## src/rtl/button_debouncer_if.sv

```systemverilog
// Button signal bundle between the raw pin source and the debouncer.
// The master drives the raw pin level; the slave returns the conditioned level,
// the press/release/long-press pulses and the toggle state.
interface button_debouncer_if;
    logic BTN_RAW;
    logic BTN_LEVEL;
    logic PRESS_PULSE;
    logic RELEASE_PULSE;
    logic LONG_PULSE;
    logic TOGGLE_STATE;

    modport master (
        output BTN_RAW,
        input  BTN_LEVEL,
        input  PRESS_PULSE,
        input  RELEASE_PULSE,
        input  LONG_PULSE,
        input  TOGGLE_STATE
    );

    modport slave (
        input  BTN_RAW,
        output BTN_LEVEL,
        output PRESS_PULSE,
        output RELEASE_PULSE,
        output LONG_PULSE,
        output TOGGLE_STATE
    );
endinterface

```

## src/rtl/button_debouncer.sv

```systemverilog
// Push-button conditioner: 2-flop synchroniser, consecutive-sample debounce FSM,
// press/release/long-press single-cycle pulses and a press toggle.
// Latency: accepted change appears DEBOUNCE_CYCLES+1 edges after the raw pin is first sampled; no backpressure.
module button_debouncer #(
    parameter int unsigned DEBOUNCE_CYCLES = 16000,
    parameter int unsigned LONG_CYCLES     = 16000000
) (
    input  logic               CLK,
    input  logic               RST,
    button_debouncer_if.slave  btn
);

    typedef enum logic [1:0] {
        RELEASED        = 2'd0,
        PRESS_PENDING   = 2'd1,
        PRESSED         = 2'd2,
        RELEASE_PENDING = 2'd3
    } state_t;

    localparam logic [23:0] DEB_LAST  = 24'(DEBOUNCE_CYCLES - 1);
    localparam logic [23:0] LONG_LAST = 24'(LONG_CYCLES - 1);

    logic        s1_q, s2_q;
    state_t      state_q;
    logic [23:0] dcnt_q;
    logic [23:0] lcnt_q;
    logic        fired_q;
    logic        level_q, press_q, release_q, long_q, toggle_q;

    logic sync;
    logic rel_accept_d;
    logic in_press_d;

    assign sync = s2_q;

    // Release is accepted on this edge; a coincident long-press condition loses.
    assign rel_accept_d = (state_q == RELEASE_PENDING) && !sync && (dcnt_q == DEB_LAST);
    assign in_press_d   = (state_q == PRESSED) || (state_q == RELEASE_PENDING);

    // Two-stage synchroniser for the asynchronous pin, no logic between stages.
    always_ff @(posedge CLK or posedge RST) begin
        if (RST) begin
            s1_q <= 1'b0;
            s2_q <= 1'b0;
        end else begin
            s1_q <= btn.BTN_RAW;
            s2_q <= s1_q;
        end
    end

    // Debounce FSM with long-press counter; all outputs registered, pulses self-clear.
    always_ff @(posedge CLK or posedge RST) begin
        if (RST) begin
            state_q   <= RELEASED;
            dcnt_q    <= '0;
            lcnt_q    <= '0;
            fired_q   <= 1'b0;
            level_q   <= 1'b0;
            press_q   <= 1'b0;
            release_q <= 1'b0;
            long_q    <= 1'b0;
            toggle_q  <= 1'b0;
        end else begin
            press_q   <= 1'b0;
            release_q <= 1'b0;
            long_q    <= 1'b0;

            case (state_q)
                RELEASED: begin
                    if (sync) begin
                        state_q <= PRESS_PENDING;
                        dcnt_q  <= 24'd1;
                    end else begin
                        dcnt_q  <= '0;
                    end
                end
                PRESS_PENDING: begin
                    if (!sync) begin
                        state_q <= RELEASED;
                        dcnt_q  <= '0;
                    end else if (dcnt_q == DEB_LAST) begin
                        state_q  <= PRESSED;
                        dcnt_q   <= '0;
                        level_q  <= 1'b1;
                        press_q  <= 1'b1;
                        toggle_q <= ~toggle_q;
                        lcnt_q   <= 24'd1;
                        fired_q  <= 1'b0;
                    end else begin
                        dcnt_q <= dcnt_q + 24'd1;
                    end
                end
                PRESSED: begin
                    if (!sync) begin
                        state_q <= RELEASE_PENDING;
                        dcnt_q  <= 24'd1;
                    end else begin
                        dcnt_q  <= '0;
                    end
                end
                RELEASE_PENDING: begin
                    if (sync) begin
                        // Bounce while pressed: level stays high, no pulse.
                        state_q <= PRESSED;
                        dcnt_q  <= '0;
                    end else if (dcnt_q == DEB_LAST) begin
                        state_q   <= RELEASED;
                        dcnt_q    <= '0;
                        level_q   <= 1'b0;
                        release_q <= 1'b1;
                        lcnt_q    <= '0;
                        fired_q   <= 1'b0;
                    end else begin
                        dcnt_q <= dcnt_q + 24'd1;
                    end
                end
                default: begin
                    state_q <= RELEASED;
                    dcnt_q  <= '0;
                end
            endcase

            // Long-press timing runs through release bounces; it saturates once fired.
            if (in_press_d && !rel_accept_d && !fired_q) begin
                if (lcnt_q == LONG_LAST) begin
                    long_q  <= 1'b1;
                    fired_q <= 1'b1;
                end else begin
                    lcnt_q <= lcnt_q + 24'd1;
                end
            end
        end
    end

    assign btn.BTN_LEVEL     = level_q;
    assign btn.PRESS_PULSE   = press_q;
    assign btn.RELEASE_PULSE = release_q;
    assign btn.LONG_PULSE    = long_q;
    assign btn.TOGGLE_STATE  = toggle_q;

endmodule

```

## src/flat_wrapper.sv

```systemverilog
// flat-port wrapper written by rule: the top's interface ports become plain ports
module button_debouncer_flat 
#(
    parameter int unsigned DEBOUNCE_CYCLES = 16000,
    parameter int unsigned LONG_CYCLES     = 16000000
)
  (CLK, RST, btn_BTN_RAW, btn_BTN_LEVEL, btn_PRESS_PULSE, btn_RELEASE_PULSE, btn_LONG_PULSE, btn_TOGGLE_STATE);
  button_debouncer_if btn_i ();
  input  logic CLK;
  input  logic RST;
  input wire logic [$bits(btn_i.BTN_RAW)-1:0] btn_BTN_RAW;
  output wire logic [$bits(btn_i.BTN_LEVEL)-1:0] btn_BTN_LEVEL;
  output wire logic [$bits(btn_i.PRESS_PULSE)-1:0] btn_PRESS_PULSE;
  output wire logic [$bits(btn_i.RELEASE_PULSE)-1:0] btn_RELEASE_PULSE;
  output wire logic [$bits(btn_i.LONG_PULSE)-1:0] btn_LONG_PULSE;
  output wire logic [$bits(btn_i.TOGGLE_STATE)-1:0] btn_TOGGLE_STATE;
  assign btn_i.BTN_RAW = btn_BTN_RAW;
  assign btn_BTN_LEVEL = btn_i.BTN_LEVEL;
  assign btn_PRESS_PULSE = btn_i.PRESS_PULSE;
  assign btn_RELEASE_PULSE = btn_i.RELEASE_PULSE;
  assign btn_LONG_PULSE = btn_i.LONG_PULSE;
  assign btn_TOGGLE_STATE = btn_i.TOGGLE_STATE;
  button_debouncer #(.DEBOUNCE_CYCLES(DEBOUNCE_CYCLES), .LONG_CYCLES(LONG_CYCLES)) u_core (.CLK(CLK), .RST(RST), .btn(btn_i));
endmodule
```

## config.mk

```make
export PLATFORM = sky130hd
export DESIGN_NAME = button_debouncer_flat
export DESIGN_NICKNAME = d
export VERILOG_FILES = /design/src/rtl/button_debouncer_if.sv /design/src/rtl/button_debouncer.sv /design/src/flat_wrapper.sv
export SDC_FILE = /design/constraint.sdc
export NUM_CORES = 1
export LEC_CHECK = 0
export ABC_AREA = 1
export CAP_MARGIN = 20
export CORE_MARGIN = 2
export CORE_UTILIZATION = 62
export CTS_CLUSTER_SIZE = 28
export DETAILED_ROUTE_END_ITERATION = 8
export HOLD_SLACK_MARGIN = 0.15
export PLACE_DENSITY = 0.79
export SLEW_MARGIN = 20
export SYNTH_ARGS = -nofsm -noshare
export SYNTH_HDL_FRONTEND = slang
export SYNTH_SLANG_ARGS = --single-unit
```

## constraint.sdc

```tcl
create_clock -name CLK -period 2.4 [get_ports CLK]
set_input_delay 0.48 -clock CLK [delete_from_list [all_inputs] [get_ports CLK]]
set_output_delay 0.48 -clock CLK [all_outputs]
set_load 0.02 [all_outputs]
```

==> results.yml <==
timing:
  finalSetupViolations: 0
  final.setup.tns_ps: 0
  fin_hold_ws_ps: 352
  finalClockSkew_ps: 11.6
  finalHoldViolCount: 0
  worst_pin_slew_ps: 556
  slew_violations: 0
  slew_headroom_pct: 62.7
  rsz0062_at_grt: "false"
  period_needed_ps: 2030
  period_share_pct: 84.7
  fmax_ghz: 0.492
global_routing:
  grt_pass1_vias: 3233
  grt_use_total_pct: 30.8
  antenna_found_initial: 0
  grt_overflow_total: 0
  grt_pass1_wl_um: 15100
  grt_max_degree: 31
detailed_routing:
  wire_per_inst_um: 15.3
  wl_met2_um: 3780
  dr.pass1.iters: 5
  drt_iter0_drc: 369
  antenna_left: 0
  routed-wl-met3_um: 886
  drc: 0
  routed.top_layer: "met4"
  via_per_inst: 5.74
  drt-total-wl_um: 9090
  wl_met1_um: 4250
  num_vias: 3401
synth:
  syn_area_per_cell_um2: 7.27
  synth_cells: 502
  syn_nets: 507
  yosysSeqAreaShare_pct: 39.8
  synth_top_area_share_pct: 39.8
  synth_area_leaders: "dfrtp_1 40%, nand2_1 14%, nor2_1 9.2%, xor2_1 6.0%, nand3_1 5.9%"
  ys_ff_latch: 58
  synthesis.area_um2: 3650
  yosys_warnings: 0
  synth_top_cell_by_area: "dfrtp_1"
  ys_types: 33
clock_tree:
  tritoncts: "done"
  ctsResizeCount: 0
  cts_sinks: 58
  clkTransAtPathRegs_ps: 70
  post-cts-setup-buffers: 0
  clk_latency_ps: 340
  htreeDepth: 3
  cts_buffers: 9
  cts_buffer_depth: 2
  cts_root_buf: "clkbuf_8"
  ctsHoldBuffers: 0
floorplan:
  start_util_pct: 65.0
  ios: 8
  die-area_um2: 6510
  row_count: 27
  die_h_um: 80.7
  die_x_um: 80.7
  core_um2: 5610
worst_setup_path:
  cp.required_ps: 2600
  slowest_stage: "dfrtp_1"
  crit_path_start_kind: "flip-flop"
  path_max_fanout: 5
  path_cells: "ha_1 > nand3_1 > nor2_1 > nand2_1 > nor2_1 > nand4_1 > nor2_1 > nor3_1"
  path_common_cell: "nor2_1"
  path_buf_inv: 0
  arrival_ps: 2240
  critical_path_class: "flip-flop to flip-flop"
  crit_path_end_kind: "flip-flop"
  cp_top_family: "simple AND/OR/NAND/NOR gates"
  worstRegToRegCells: 8
  critPathLaunch: "u_core.dcnt_q[0]"
  r2r-end: "u_core.dcnt_q[14]"
  ff2ff_setup_slack_ps: 370
  r2r-start: "u_core.dcnt_q[0]"
  max_stage_delay_ps: 400
power_and_ir_drop:
  powerDensity_nw_per_um2: 525
  fin_total_pwr_mw: 2.09
  p_leak_nw: 1.84
  ir_worst_vdd_v: 0.000409
finish:
  drive_gt1_share_pct: 8.46
  synthToLayoutAreaGrowth_pct: 9.23
  layout.nets: 520
  layout_commonest_cell: "nand2_1"
  n_fill_cell: 473
  final_cell_mix: "133 x nand2_1, 89 x nor2_1, 58 x dfrtp_1"
  postLayoutCoreUtil_pct: 71.0
  regArea_um2: 1450
  multi_input_area_um2: 1920
  final_cells: 592
  antennaDiodeCount: 0
hold_path:
  min_path_cells: 0
  min_to: "u_core.s2_q"
  hold_start: "u_core.s1_q"
  min_path_type: "flip-flop to flip-flop"
place:
  gp_routability_congestion: 0.944
  io_buffers: 7
  place_inst: 576
  hpwl_um: 6530
outcome:
  status: "finished, final reports clean"
flow_run:
  drv_cap: 0
per-layer routing:
metal | global-route usage [%] | up-vias
li1 | - | 1628
met1 | 45.7 | 1589
met2 | 43.4 | 164
met3 | 7.19 | 20
met4 | 11.9 | 0
met5 | 0 | -
stage by stage:
| step | area [um2] | worst slack [ps] |
|---|---|---|
| floorplan | 3650 | 492 |
| global placement | 3760 | 503 |
| detailed placement | 3760 | 463 |
| CTS | 3980 | 446 |
| global route | 3980 | 252 |
| finish | 3980 | 368 |
logic make-up after synthesis:
group,Yosys count,synth area share (%)
buf+inv,64,7.55
compound gates,16,2.40
flops,58,39.8
fa+ha+maj,2,0.686
xor+xnor,30,7.20
simple gates,332,42.4
worst max path at each step:
stage / endpoint / depth (start not counted)
floorplan: async pin / 1
global placement: u_core.dcnt_q[16] / 8
detailed placement: u_core.lcnt_q[4] / 10
CTS: u_core.lcnt_q[4] / 10
global route: u_core.dcnt_q[14] / 8
finish: u_core.dcnt_q[14] / 8
power breakdown:
group	switching (mW)	internal [mW]
clock	0.399	0.610
combinational	0.0644	0.0211
sequential	0.0108	0.986
area by class of cell:
class	count	share of cell area, %
sequential	58	36.4
clock inverter	5	1.95
timing repair buffer	10	2.32
clock buffer	11	3.55
inverter	56	5.28
multi-input combinational	380	48.2
tap	72	2.26
state kept, by name, indices dropped and copies added, names as in the netlist, named ones only:
signal,count
u_core.fired_q,1
u_core.btn.BTN_LEVEL,1
u_core.btn.TOGGLE_STATE,1
u_core.dcnt_q,24
u_core.btn.PRESS_PULSE,1
u_core.btn.RELEASE_PULSE,1
u_core.lcnt_q,24
u_core.s1_q,1
u_core.btn.LONG_PULSE,1
u_core.s2_q,1
u_core.state_q,1
cells in the mapped netlist:
cell type  instances
a21oi_1            4
nand4_2            1
inv_2              2
xnor2_1            5
buf_4              1
nand3_4            1
dfrtp_1           58
nor2_2             1
nand3_1           43
nor2_1            89
nand3b_1           1
o21ai_1            2
nand2_2            3
a31oi_1            1
nand3_2            9
nor3_2             1
ha_1               2
buf_6              2
buf_2              4
o21ai_2            1
nor4_1             2
nand2_1          133
buf_8              1
xor2_1            25
nor2_4             4
nand4_1           19
nor3_4             1
nor3b_1            2
inv_1             54
o21ai_0            7
nand4_4            1
nor3_1            21
o21bai_1           1
Note: power is estimated with default switching activity, not from simulation.
